`src/rtl/mem_port_arbiter_pkg.sv`:
```
// rtl/mem_port_arbiter_pkg.sv - shared types and constants for the memory port arbiter
package mem_arb_pkg;

  typedef enum logic [1:0] {IDLE = 2'd0, HOLD_I = 2'd1, HOLD_D = 2'd2} arb_state_t;
  typedef enum logic {SRC_I = 1'b0, SRC_D = 1'b1} arb_src_t;

  localparam logic [3:0] IBUS_MASK = 4'b1111;

endpackage

```
`src/rtl/mem_port_arbiter_if.sv`:
```
// rtl/mem_port_arbiter_if.sv - iBus/dBus/memory bundle; slave = arbiter side, master = core and memory side
interface mem_port_arbiter_if;

  logic        iBus_cmd_valid;
  logic        iBus_cmd_ready;
  logic [31:0] iBus_cmd_payload_pc;
  logic        iBus_rsp_ready;
  logic        iBus_rsp_err;
  logic [31:0] iBus_rsp_instr;

  logic        dBus_cmd_valid;
  logic        dBus_cmd_ready;
  logic [31:0] dBus_cmd_payload_addr;
  logic [31:0] dBus_cmd_payload_data;
  logic [3:0]  dBus_cmd_payload_size;
  logic        dBus_cmd_payload_wr;
  logic        dBus_rsp_valid;
  logic        dBus_rsp_error;
  logic [31:0] dBus_rsp_data;

  logic        mem_cmd_valid;
  logic        mem_cmd_ready;
  logic [31:0] mem_cmd_addr;
  logic [31:0] mem_cmd_data;
  logic [3:0]  mem_cmd_mask;
  logic        mem_cmd_wr;
  logic        mem_rsp_valid;
  logic        mem_rsp_error;
  logic [31:0] mem_rsp_data;

  modport slave (
    input  iBus_cmd_valid, iBus_cmd_payload_pc,
    output iBus_cmd_ready, iBus_rsp_ready, iBus_rsp_err, iBus_rsp_instr,
    input  dBus_cmd_valid, dBus_cmd_payload_addr, dBus_cmd_payload_data,
    input  dBus_cmd_payload_size, dBus_cmd_payload_wr,
    output dBus_cmd_ready, dBus_rsp_valid, dBus_rsp_error, dBus_rsp_data,
    output mem_cmd_valid, mem_cmd_addr, mem_cmd_data, mem_cmd_mask, mem_cmd_wr,
    input  mem_cmd_ready, mem_rsp_valid, mem_rsp_error, mem_rsp_data
  );

  modport master (
    output iBus_cmd_valid, iBus_cmd_payload_pc,
    input  iBus_cmd_ready, iBus_rsp_ready, iBus_rsp_err, iBus_rsp_instr,
    output dBus_cmd_valid, dBus_cmd_payload_addr, dBus_cmd_payload_data,
    output dBus_cmd_payload_size, dBus_cmd_payload_wr,
    input  dBus_cmd_ready, dBus_rsp_valid, dBus_rsp_error, dBus_rsp_data,
    input  mem_cmd_valid, mem_cmd_addr, mem_cmd_data, mem_cmd_mask, mem_cmd_wr,
    output mem_cmd_ready, mem_rsp_valid, mem_rsp_error, mem_rsp_data
  );

endinterface

```
`src/rtl/mem_port_arbiter_tag_fifo.sv`:
```
// rtl/mem_port_arbiter_tag_fifo.sv - arb_tag_fifo: in-order owner tags of outstanding reads
module arb_tag_fifo
  import mem_arb_pkg::*;
#(
  parameter  int DEPTH = 4,
  localparam int AW    = $clog2(DEPTH)
) (
  input  logic          clk,
  input  logic          rst,
  input  logic          push,
  input  arb_src_t      push_data,
  input  logic          pop,
  output arb_src_t      pop_data,
  output logic          full,
  output logic          empty,
  output logic [AW:0]   count
);

  localparam logic [AW:0] FULL_CNT = (AW + 1)'(DEPTH);

  arb_src_t        mem [DEPTH];
  logic [AW-1:0]   wr_ptr;
  logic [AW-1:0]   rd_ptr;
  logic            do_push;
  logic            do_pop;

  assign empty    = (count == '0);
  assign full     = (count == FULL_CNT);
  assign do_pop   = pop & ~empty;
  // A pop frees the head slot in the same cycle, so a push into a full FIFO is allowed then.
  assign do_push  = push & (~full | do_pop);
  assign pop_data = mem[rd_ptr];

  always_ff @(posedge clk or posedge rst) begin
    if (rst) begin
      wr_ptr <= '0;
      rd_ptr <= '0;
      count  <= '0;
    end else begin
      if (do_push) wr_ptr <= wr_ptr + 1'b1;
      if (do_pop)  rd_ptr <= rd_ptr + 1'b1;
      case ({do_push, do_pop})
        2'b10:   count <= count + 1'b1;
        2'b01:   count <= count - 1'b1;
        default: count <= count;
      endcase
    end
  end

  always_ff @(posedge clk) begin
    if (do_push) mem[wr_ptr] <= push_data;
  end

endmodule

```
`src/rtl/mem_port_arbiter.sv`:
```
// rtl/mem_port_arbiter.sv - shares one memory port between iBus and dBus with in-order response routing
// Optional iBus starvation guard enabled by defining MEM_ARB_STARVE_GUARD_EN.
module mem_port_arbiter
  import mem_arb_pkg::*;
#(
  parameter int MAX_OUTST    = 4,
  parameter int STARVE_LIMIT = 4
) (
  input  logic                 clk,
  input  logic                 rst,
  mem_port_arbiter_if.slave    bus,
  output logic                 err_unexpected_rsp
);

  localparam int CW = $clog2(MAX_OUTST) + 1;

  arb_state_t      state;
  arb_state_t      state_next;
  logic            grant_i;
  logic            grant_d;
  logic            force_i;
  logic            i_ok;
  logic            d_ok;
  logic            d_read;
  logic            pop;
  logic            read_block;
  logic            i_fire;
  logic            d_fire;
  logic            push;
  logic            tag_full;
  logic            tag_empty;
  logic [CW-1:0]   tag_count;
  arb_src_t        tag_head;

  assign d_read     = ~bus.dBus_cmd_payload_wr;
  assign pop        = bus.mem_rsp_valid & (tag_count != '0);
  assign read_block = tag_full & ~pop;
  assign i_ok       = bus.iBus_cmd_valid & ~read_block;
  assign d_ok       = bus.dBus_cmd_valid & ~(d_read & read_block);

  always_ff @(posedge clk or posedge rst) begin
    if (rst) state <= IDLE;
    else     state <= state_next;
  end

  always_comb begin
    state_next = state;
    case (state)
      IDLE: begin
        if (grant_i & ~bus.mem_cmd_ready)      state_next = HOLD_I;
        else if (grant_d & ~bus.mem_cmd_ready) state_next = HOLD_D;
      end
      HOLD_I, HOLD_D: if (bus.mem_cmd_ready) state_next = IDLE;
      default: state_next = IDLE;
    endcase
  end

  always_comb begin
    grant_i = 1'b0;
    grant_d = 1'b0;
    case (state)
      HOLD_I: grant_i = 1'b1;
      HOLD_D: grant_d = 1'b1;
      default: begin
        grant_i = i_ok & (~d_ok | force_i);
        grant_d = d_ok & ~grant_i;
      end
    endcase
  end

  assign i_fire = grant_i & bus.mem_cmd_ready & ~read_block;
  assign d_fire = grant_d & bus.mem_cmd_ready & ~(d_read & read_block);
  assign push   = i_fire | (d_fire & d_read);

  assign bus.iBus_cmd_ready = i_fire;
  assign bus.dBus_cmd_ready = d_fire;
  assign bus.mem_cmd_valid  = grant_i | grant_d;
  assign bus.mem_cmd_addr   = grant_d ? bus.dBus_cmd_payload_addr : bus.iBus_cmd_payload_pc;
  assign bus.mem_cmd_data   = grant_d ? bus.dBus_cmd_payload_data : 32'h0;
  assign bus.mem_cmd_mask   = grant_d ? bus.dBus_cmd_payload_size : IBUS_MASK;
  assign bus.mem_cmd_wr     = grant_d & bus.dBus_cmd_payload_wr;

  arb_tag_fifo #(.DEPTH(MAX_OUTST)) u_tag_fifo (
    .clk       (clk),
    .rst       (rst),
    .push      (push),
    .push_data (grant_d ? SRC_D : SRC_I),
    .pop       (pop),
    .pop_data  (tag_head),
    .full      (tag_full),
    .empty     (tag_empty),
    .count     (tag_count)
  );

  assign bus.iBus_rsp_ready = pop & (tag_head == SRC_I);
  assign bus.iBus_rsp_err   = bus.iBus_rsp_ready & bus.mem_rsp_error;
  assign bus.iBus_rsp_instr = bus.mem_rsp_data;
  assign bus.dBus_rsp_valid = pop & (tag_head == SRC_D);
  assign bus.dBus_rsp_error = bus.dBus_rsp_valid & bus.mem_rsp_error;
  assign bus.dBus_rsp_data  = bus.mem_rsp_data;

  always_ff @(posedge clk or posedge rst) begin
    if (rst)                                    err_unexpected_rsp <= 1'b0;
    else if (bus.mem_rsp_valid & tag_empty)     err_unexpected_rsp <= 1'b1;
  end

`ifdef MEM_ARB_STARVE_GUARD_EN
  localparam int             SW         = $clog2(STARVE_LIMIT + 1);
  localparam logic [SW-1:0]  STARVE_MAX = SW'(STARVE_LIMIT);

  logic [SW-1:0] starve_cnt;

  // Counts dBus wins while a fetch is waiting; saturates so the forced grant persists until iBus wins.
  always_ff @(posedge clk or posedge rst) begin
    if (rst)                                          starve_cnt <= '0;
    else if (i_fire | ~bus.iBus_cmd_valid)            starve_cnt <= '0;
    else if (d_fire && (starve_cnt != STARVE_MAX))    starve_cnt <= starve_cnt + 1'b1;
  end

  assign force_i = (starve_cnt == STARVE_MAX);
`else
  assign force_i = 1'b0;
`endif

endmodule

```
`src/flat_wrapper.sv`:
```
// flat-port wrapper written by rule: the top's interface ports become plain ports
module mem_port_arbiter_flat import mem_arb_pkg::*;
#(
  parameter int MAX_OUTST    = 4,
  parameter int STARVE_LIMIT = 4
)
  (clk, rst, err_unexpected_rsp, bus_iBus_cmd_valid, bus_iBus_cmd_payload_pc, bus_iBus_cmd_ready, bus_iBus_rsp_ready, bus_iBus_rsp_err, bus_iBus_rsp_instr, bus_dBus_cmd_valid, bus_dBus_cmd_payload_addr, bus_dBus_cmd_payload_data, bus_dBus_cmd_payload_size, bus_dBus_cmd_payload_wr, bus_dBus_cmd_ready, bus_dBus_rsp_valid, bus_dBus_rsp_error, bus_dBus_rsp_data, bus_mem_cmd_valid, bus_mem_cmd_addr, bus_mem_cmd_data, bus_mem_cmd_mask, bus_mem_cmd_wr, bus_mem_cmd_ready, bus_mem_rsp_valid, bus_mem_rsp_error, bus_mem_rsp_data);
  mem_port_arbiter_if bus_i ();
  input  logic clk;
  input  logic rst;
  output logic err_unexpected_rsp;
  input wire logic [$bits(bus_i.iBus_cmd_valid)-1:0] bus_iBus_cmd_valid;
  input wire logic [$bits(bus_i.iBus_cmd_payload_pc)-1:0] bus_iBus_cmd_payload_pc;
  output wire logic [$bits(bus_i.iBus_cmd_ready)-1:0] bus_iBus_cmd_ready;
  output wire logic [$bits(bus_i.iBus_rsp_ready)-1:0] bus_iBus_rsp_ready;
  output wire logic [$bits(bus_i.iBus_rsp_err)-1:0] bus_iBus_rsp_err;
  output wire logic [$bits(bus_i.iBus_rsp_instr)-1:0] bus_iBus_rsp_instr;
  input wire logic [$bits(bus_i.dBus_cmd_valid)-1:0] bus_dBus_cmd_valid;
  input wire logic [$bits(bus_i.dBus_cmd_payload_addr)-1:0] bus_dBus_cmd_payload_addr;
  input wire logic [$bits(bus_i.dBus_cmd_payload_data)-1:0] bus_dBus_cmd_payload_data;
  input wire logic [$bits(bus_i.dBus_cmd_payload_size)-1:0] bus_dBus_cmd_payload_size;
  input wire logic [$bits(bus_i.dBus_cmd_payload_wr)-1:0] bus_dBus_cmd_payload_wr;
  output wire logic [$bits(bus_i.dBus_cmd_ready)-1:0] bus_dBus_cmd_ready;
  output wire logic [$bits(bus_i.dBus_rsp_valid)-1:0] bus_dBus_rsp_valid;
  output wire logic [$bits(bus_i.dBus_rsp_error)-1:0] bus_dBus_rsp_error;
  output wire logic [$bits(bus_i.dBus_rsp_data)-1:0] bus_dBus_rsp_data;
  output wire logic [$bits(bus_i.mem_cmd_valid)-1:0] bus_mem_cmd_valid;
  output wire logic [$bits(bus_i.mem_cmd_addr)-1:0] bus_mem_cmd_addr;
  output wire logic [$bits(bus_i.mem_cmd_data)-1:0] bus_mem_cmd_data;
  output wire logic [$bits(bus_i.mem_cmd_mask)-1:0] bus_mem_cmd_mask;
  output wire logic [$bits(bus_i.mem_cmd_wr)-1:0] bus_mem_cmd_wr;
  input wire logic [$bits(bus_i.mem_cmd_ready)-1:0] bus_mem_cmd_ready;
  input wire logic [$bits(bus_i.mem_rsp_valid)-1:0] bus_mem_rsp_valid;
  input wire logic [$bits(bus_i.mem_rsp_error)-1:0] bus_mem_rsp_error;
  input wire logic [$bits(bus_i.mem_rsp_data)-1:0] bus_mem_rsp_data;
  assign bus_i.iBus_cmd_valid = bus_iBus_cmd_valid;
  assign bus_i.iBus_cmd_payload_pc = bus_iBus_cmd_payload_pc;
  assign bus_iBus_cmd_ready = bus_i.iBus_cmd_ready;
  assign bus_iBus_rsp_ready = bus_i.iBus_rsp_ready;
  assign bus_iBus_rsp_err = bus_i.iBus_rsp_err;
  assign bus_iBus_rsp_instr = bus_i.iBus_rsp_instr;
  assign bus_i.dBus_cmd_valid = bus_dBus_cmd_valid;
  assign bus_i.dBus_cmd_payload_addr = bus_dBus_cmd_payload_addr;
  assign bus_i.dBus_cmd_payload_data = bus_dBus_cmd_payload_data;
  assign bus_i.dBus_cmd_payload_size = bus_dBus_cmd_payload_size;
  assign bus_i.dBus_cmd_payload_wr = bus_dBus_cmd_payload_wr;
  assign bus_dBus_cmd_ready = bus_i.dBus_cmd_ready;
  assign bus_dBus_rsp_valid = bus_i.dBus_rsp_valid;
  assign bus_dBus_rsp_error = bus_i.dBus_rsp_error;
  assign bus_dBus_rsp_data = bus_i.dBus_rsp_data;
  assign bus_mem_cmd_valid = bus_i.mem_cmd_valid;
  assign bus_mem_cmd_addr = bus_i.mem_cmd_addr;
  assign bus_mem_cmd_data = bus_i.mem_cmd_data;
  assign bus_mem_cmd_mask = bus_i.mem_cmd_mask;
  assign bus_mem_cmd_wr = bus_i.mem_cmd_wr;
  assign bus_i.mem_cmd_ready = bus_mem_cmd_ready;
  assign bus_i.mem_rsp_valid = bus_mem_rsp_valid;
  assign bus_i.mem_rsp_error = bus_mem_rsp_error;
  assign bus_i.mem_rsp_data = bus_mem_rsp_data;
  mem_port_arbiter #(.MAX_OUTST(MAX_OUTST), .STARVE_LIMIT(STARVE_LIMIT)) u_core (.clk(clk), .rst(rst), .bus(bus_i), .err_unexpected_rsp(err_unexpected_rsp));
endmodule
```
`config.mk`:
```
export PLATFORM = sky130hd
export DESIGN_NAME = mem_port_arbiter_flat
export DESIGN_NICKNAME = d
export VERILOG_FILES = /design/src/rtl/mem_port_arbiter_pkg.sv /design/src/rtl/mem_port_arbiter_if.sv /design/src/rtl/mem_port_arbiter_tag_fifo.sv /design/src/rtl/mem_port_arbiter.sv /design/src/flat_wrapper.sv
export SDC_FILE = /design/constraint.sdc
export NUM_CORES = 1
export LEC_CHECK = 0
export ABC_CLOCK_PERIOD_IN_PS = 6700
export CAP_MARGIN = 20
export CORE_AREA = 2 2 108 110
export DETAILED_ROUTE_END_ITERATION = 12
export DIE_AREA = 0 0 110 112
export HOLD_SLACK_MARGIN = 0.02
export PLACE_DENSITY_LB_ADDON = 0.25
export SLEW_MARGIN = 20
export SYNTH_ARGS = -nofsm -noshare
export SYNTH_HDL_FRONTEND = slang
export SYNTH_SLANG_ARGS = --single-unit
```
`constraint.sdc`:
```
create_clock -name clk -period 6.7 [get_ports clk]
set_input_delay 2.01 -clock clk [delete_from_list [all_inputs] [get_ports clk]]
set_output_delay 2.01 -clock clk [all_outputs]
set_load 0.1 [all_outputs]
```
==> out/results.ini, run 1 <==
[floorplanning]
start_util_pct = 19.3
die_w_um = 110
num_rows = 39
pin_count = 281
die_h_um = 112
core_area_um2 = 11200
die_area_um2 = 12300

[detailed_routing]
dr.max_layer_used = met4
wl_met2_mm = 3.98
dr.pass1.iters = 4
drt-total-wl_mm = 7.73
wl_met1_mm = 2.50
drt_iter0_drc = 40
vias = 1886
wl_per_cell_um = 16.0
routed-wl-met3_mm = 1.18
antenna_left = 0
avgViaCountPerCell = 3.90
drc_errors = 0

[synthesis]
synth_top_area_share_pct = 22.3
synthMuxAreaShare_pct = 24.7
async_flop_share_pct = 71.4
synth_flop_cell = dfrtp_1
synth_warnings = 0
yosysSeqAreaShare_pct = 17.2
synth_xor_area_share_pct = 2.44
postSynthAreaPerCell_um2 = 9.61
synthAdderAreaFrac_pct = 5.58
syn_inst = 224
yosys.area_share.simple_pct = 18.0
ys_ff_latch = 14
ys_top_cells_by_area = buf_4 22%, mux2_4 22%, dfrtp_1 12%, and2_1 11%, edfxtp_1 5.6%
syn-cell-area_um2 = 2150
synth_nets = 373
synth-edff-count = 4
synth_compound_area_share_pct = 3.49
synth_top_family_by_area = buffers and inverters
yosys.cell_types.count = 35
synth_area_leader_cell = buf_4

[setup_path]
required_ns = 4.69
start_kind = primary input
cp-end-kind = output port
cp_max_fo = 45
critPathArrivalTime_ns = 4.14
crit_type = in2out

[layout]
drive_gt1_share_pct = 35.3
filler_cell_count = 1073
num_antenna_cells = 0
final_cell_mix = 108 x clkdlybuf4s50_1, 70 x buf_12, 38 x and2_1
area_delta_synth_final_pct = 103
regArea_um2 = 370
layout_commonest_cell = clkdlybuf4s50_1
final_nets = 490
multi_input_area_um2 = 1170

[timing]
finalSetupViolations = 0
worstMarginPinSlew_ns = 0.957
fin_tns_setup_ns = 0
hold_viol_final = 0
slew_headroom_pct = 36.0
fmax_mhz = 163
drv_slew = 0
finClkSkew_ns = 0.00483
rsz0062_at_grt = no
min_period_ns = 6.15
period_share_pct = 91.8

[global_routing]
grt_pass1_wl_mm = 10.9
grt_max_degree = 46
grtUsageTotal_pct = 11.5
gr-total-overflow = 0
grt_pass1_vias = 1946
antenna_found_initial = 0

[power]
p_per_area_nw_per_um2 = 617
ir_drop_uv = 300
power_mw = 2.70
power.leakage_nw = 1.87

[placement]
io_buffers = 184
hpwl_mm = 6.77
gp_congestion = 0.793

[cts]
cts_hold_buf = 0
cts_tree = yes
root_buffer = clkbuf_16
ctsResizeCount = 0
htree_num_levels = 1
cts_buffers = 3
clk_latency_ns = 0.24
clk_path_buf_depth = 2
clk_pin_slew_ns = 0.05
postCtsSetupBuffers = 0
cts.sink_count = 14

[job]
drv_cap = 0

[min_path]
hold_path.class = reg2reg

[status]
outcome = finished, final reports clean

path summary, 6_finish.rpt:
path | startpoint | to | slack (ns) | cells after the start
max reg2reg | u_core.state[0] | u_core.u_tag_fifo.count[2] | 4.04 | 11
max | bus_mem_rsp_valid | bus_mem_cmd_addr[17] | 0.55 | 6
min | u_core.err_unexpected_rsp | u_core.err_unexpected_rsp | 0.46 | 1
min reg2reg | u_core.err_unexpected_rsp | u_core.err_unexpected_rsp | 0.46 | 1
min in group asynchronous | rst | u_core.u_tag_fifo.wr_ptr[1] | 2.05 | 2
max in group asynchronous | rst | u_core.state[0] | 4.36 | 2
worst max-delay path, stage by stage:
cell and delay [ns]:
clkdlybuf4s50_1 0.44, or4b_4 0.53, o31a_2 0.31, buf_4 0.27, mux2_4 0.37, buf_12 0.17
Yosys cell counts (4+ instances only):
| cell | number |
|---|---|
| buf_4 | 64 |
| and2_1 | 38 |
| mux2_4 | 31 |
| dfrtp_1 | 10 |
| inv_1 | 9 |
| ha_1 | 8 |
| nand2_1 | 6 |
| clkbuf_1 | 5 |
| nand2b_1 | 5 |
| edfxtp_1 | 4 |
| nor2_1 | 4 |
| nor2b_1 | 4 |
per-layer routing:
metal | vias to the layer above | GRT usage, %
met5 | - | 0
met4 | 0 | 1.52
met3 | 4 | 5.74
met2 | 145 | 21.4
met1 | 842 | 11.7
li1 | 895 | -
kinds of logic (layout without fill, tap and decap cells):
kind of cell               after synthesis  after routing
DFF                                     14             14
muxes                                   36             36
AOI/OAI and AO/OA                       11             11
adders and majority gates                9              9
xor gates and xnor gates                 6              6
and+or+nand+nor                         65             65
buffers and inverters                   83            199
per-stage QoR:
step | instance area (µm²) | util (%) | hold slack [ns] | std cells | setup slack [ns]
5_1_grt | 4370 | 39.1 | 0.470 | 483 | 0.495
4_1_cts | 4370 | 39.1 | 0.463 | 483 | 0.538
3_3_place_gp | 4290 | 38.4 | 0.442 | 479 | 0.567
6_report | 4370 | 39.1 | 0.457 | 483 | 0.547
2_1_floorplan | 2150 | - | 0.453 | 224 | 0.774
3_5_place_dp | 4290 | 38.4 | 0.453 | 479 | 0.545
power by group:
part | switching [mW] | total [mW] | internal [mW]
Clock | 0.0322 | 0.112 | 0.0802
Combinational | 1.55 | 2.43 | 0.875
Sequential | 0.0287 | 0.157 | 0.128
area by class of cell:
cell class                 count  share of cell area (%)
timing repair buffer         186                    58.1
tap                          143                    4.09
inverter                       9                   0.773
multi-input combinational    127                    26.7
sequential                    14                    8.47
clock buffer                   4                    1.80
flip-flops by register name, summed over array words and instances, names as in the netlist:
name                       count
u_core.u_tag_fifo.count        3
u_core.state                   2
u_core.u_tag_fifo.mem          4
u_core.u_tag_fifo.wr_ptr       2
u_core.err_unexpected_rsp      1
u_core.u_tag_fifo.rd_ptr       2
No activity file was read; power rests on OpenSTA's default activity.
==> inputs of run 2 (changes only) <==
--- a/config.mk
+++ b/config.mk
@@ -12,7 +12,6 @@
 export DIE_AREA = 0 0 110 112
 export HOLD_SLACK_MARGIN = 0.02
 export PLACE_DENSITY_LB_ADDON = 0.25
-export SLEW_MARGIN = 20
 export SYNTH_ARGS = -nofsm -noshare
 export SYNTH_HDL_FRONTEND = slang
 export SYNTH_SLANG_ARGS = --single-unit
==> results of run 2 <==
Final layout, timing and power as in run 1 (identical DEF).
==> inputs of run 3 (changes only) <==
--- a/config.mk
+++ b/config.mk
@@ -12,6 +12,8 @@
 export DIE_AREA = 0 0 110 112
 export HOLD_SLACK_MARGIN = 0.02
 export PLACE_DENSITY_LB_ADDON = 0.25
+export SLEW_MARGIN = 20
 export SYNTH_ARGS = -nofsm -noshare
 export SYNTH_HDL_FRONTEND = slang
+export SYNTH_HIERARCHICAL = 1
 export SYNTH_SLANG_ARGS = --single-unit
==> run 3 against run 2 <==
Sequential share of layout area down 0.20 points. Register-to-register slack improved by 0.07 ns. Die area did not move. Sequential power is 9% higher. Flip-flop and latch count unchanged. Critical path depth is 1 higher. Synthesized cell count up 4.9%. Clock skew decreased by 0.0037 ns. Clock power about the same. Synthesized area increased by 3.8%. Final area up 2.5%.
==> out/results.ini, run 3 <==
[setup_path]
path_cells = clkdlybuf4s50_1 > o31ai_4 > a21oi_2 > nand2b_4 > buf_12 > mux2_4 > buf_12
cpLargestDelayFamily = buffers and inverters
path_buf_inv = 3
start_kind = primary input
crit_type = in2out
cp-end-kind = output port
required_ns = 4.69
ff2ff_path_depth = 13
cp.depth = 7
worst_path_largest_cell_delay_ns = 0.53
cp_slowest_cell = clkdlybuf4s50_1
crit_top_cell = buf_12
critPathArrivalTime_ns = 4.05
cp_max_fo = 50

[floorplanning]
die_w_um = 110
start_util_pct = 20.0
pin_count = 281
die_h_um = 112
num_rows = 39
die_area_um2 = 12300
core_area_um2 = 11200

[synthesis]
postSynthAreaPerCell_um2 = 9.51
synth_nets = 384
synth_flop_cell = dfrtp_1
synth_warnings = 6
ys_top_cells_by_area = buf_4 21%, mux2_4 21%, dfrtp_1 11%, and2_1 9.8%, edfxtp_1 5.4%
yosysMostFrequentCell = buf_4
ys_ff_latch = 14
async_flop_share_pct = 71.4
synth_area_leader_cell = buf_4
synth_top_area_share_pct = 21.5
syn_inst = 235
yosysSeqAreaShare_pct = 16.6
synthTopCellsByCount = 64 x buf_4, 35 x and2_1, 31 x mux2_4, 14 x inv_1, 10 x dfrtp_1
synth-edff-count = 4
yosys.cell_types.count = 39
syn-cell-area_um2 = 2240

[global_routing]
grtUsageTotal_pct = 12.3
antenna_found_initial = 0
grt_max_degree = 51
gr-total-overflow = 0
grt_pass1_wl_mm = 11.6
grt_pass1_vias = 1977

[timing]
drv_slew = 0
worstMarginPinSlew_ns = 0.978
rsz0062_at_grt = no
layout_setup_ws_ns = 0.636
fin_tns_setup_ns = 0
slew_headroom_pct = 34.6
finClkSkew_ns = 0.00118
hold_slack_ns = 0.460
hold_viol_final = 0
min_period_ns = 6.06
fmax_mhz = 165
period_share_pct = 90.5
finalSetupViolations = 0

[layout]
layout_commonest_cell = clkdlybuf4s50_1
regArea_um2 = 370
final_nets = 501
drive_gt1_share_pct = 35.3
reg.largest.list = u_core/u_tag_fifo/mem (4), u_core/u_tag_fifo/count (3)
filler_cell_count = 1068
area_delta_synth_final_pct = 100
largest_reg_flops = 4
num_antenna_cells = 0
final_cell_mix = 108 x clkdlybuf4s50_1, 72 x buf_12, 35 x and2_1
multi_input_area_um2 = 1240
top_register = u_core/u_tag_fifo/mem

[detailed_routing]
drt_iter0_drc = 46
vias = 1958
wl_per_cell_um = 16.7
dr.pass1.iters = 4
antenna_left = 0
avgViaCountPerCell = 3.96
drc_errors = 0
drt-total-wl_mm = 8.24

[placement]
dp_slack_ns = 0.575
hpwl_mm = 7.18
gp_congestion = 0.831
io_buffers = 184

[power]
ir_drop_uv = 284
power.leakage_nw = 1.93
power_mw = 2.67
p_per_area_nw_per_um2 = 596

[cts]
clk_latency_ns = 0.24
clk_pin_slew_ns = 0.05
cts_buffers = 3
cts_hold_buf = 0
postCtsSetupBuffers = 0
cts_tree = yes
root_buffer = clkbuf_16
ctsResizeCount = 0
cts.sink_count = 14
clk_path_buf_depth = 2
htree_num_levels = 1

[job]
drv_cap = 0

[min_path]
min_path_cells = 1
hold_path.class = reg2reg

[status]
outcome = finished, final reports clean

run 3: cell types whose count changed after synthesis, sizes merged, moves of 2 or more:
cell,delta
clkbuf,-2
a211oi,+2
inv,+5
nand2b,+3
run 3: worst reg2reg max path: stages (launching register included):
cell	delay, ns
dfrtp_1	0.47
or3b_1	0.44
inv_1	0.10
nand2_1	0.06
nand2_1	0.10
a211oi_1	0.07
o21a_4	0.16
inv_1	0.06
ha_1	0.18
inv_1	0.07
fa_1	0.38
xor2_1	0.15
nor2_1	0.11
xor2_1	0.15
run 3: power breakdown:
group / internal (mW) / leakage (nW) / switching (mW)
logic: 0.874 / 1.74 / 1.51
registers: 0.129 / 0.154 / 0.0416
clock network: 0.0789 / 0.0385 / 0.0337
run 3: through the flow:
stage / cell area [µm²] / std cells / utilization (%)
floorplan: 2240 / 235 / -
global placement: 4400 / 490 / 39.4
detailed placement: 4400 / 490 / 39.4
CTS: 4480 / 494 / 40.1
global route: 4480 / 494 / 40.1
finish: 4480 / 494 / 40.1
run 3: worst paths after layout:
| path | startpoint | end | slack (ns) |
|---|---|---|---|
| worst max-delay path | bus_mem_rsp_valid | bus_mem_cmd_addr[27] | 0.64 |
| worst min-delay path | u_core/err_unexpected_rsp | u_core/err_unexpected_rsp | 0.46 |
| worst max register to register | u_core/u_tag_fifo/count[0] | u_core/u_tag_fifo/count[2] | 4.11 |
| worst min register to register | u_core/err_unexpected_rsp | u_core/err_unexpected_rsp | 0.46 |
| max in group asynchronous | rst | u_core/u_tag_fifo/rd_ptr[1] | 4.41 |
| min in group asynchronous | rst | u_core/state[1] | 1.99 |
run 3: cell families after synthesis:
group	after synthesis	synth area share (%)
buffers and inverters	87	28.0
and+or+nand+nor	68	18.4
muxes	36	23.8
AOI/OAI and AO/OA	15	5.60
DFF	14	16.6
adders and majority gates	9	5.37
xor gates and xnor gates	6	2.35
run 3: layout make-up:
cell class	count	area share (%)
repair buffers	185	57.1
well taps	143	3.99
clock inverters	1	0.0838
multi-input cells	134	27.7
flip-flops and latches	14	8.27
clock buffers	3	1.68
inverters	14	1.17
run 3: layer usage:
| metal | global-route usage (%) | vias to the layer above | wire length (µm) |
|---|---|---|---|
| met5 | 0 | - | 0 |
| met4 | 2.19 | 0 | 96 |
| met3 | 7.08 | 10 | 1350 |
| met2 | 20.9 | 133 | 4010 |
| met1 | 13.4 | 889 | 2780 |
| li1 | - | 926 | - |
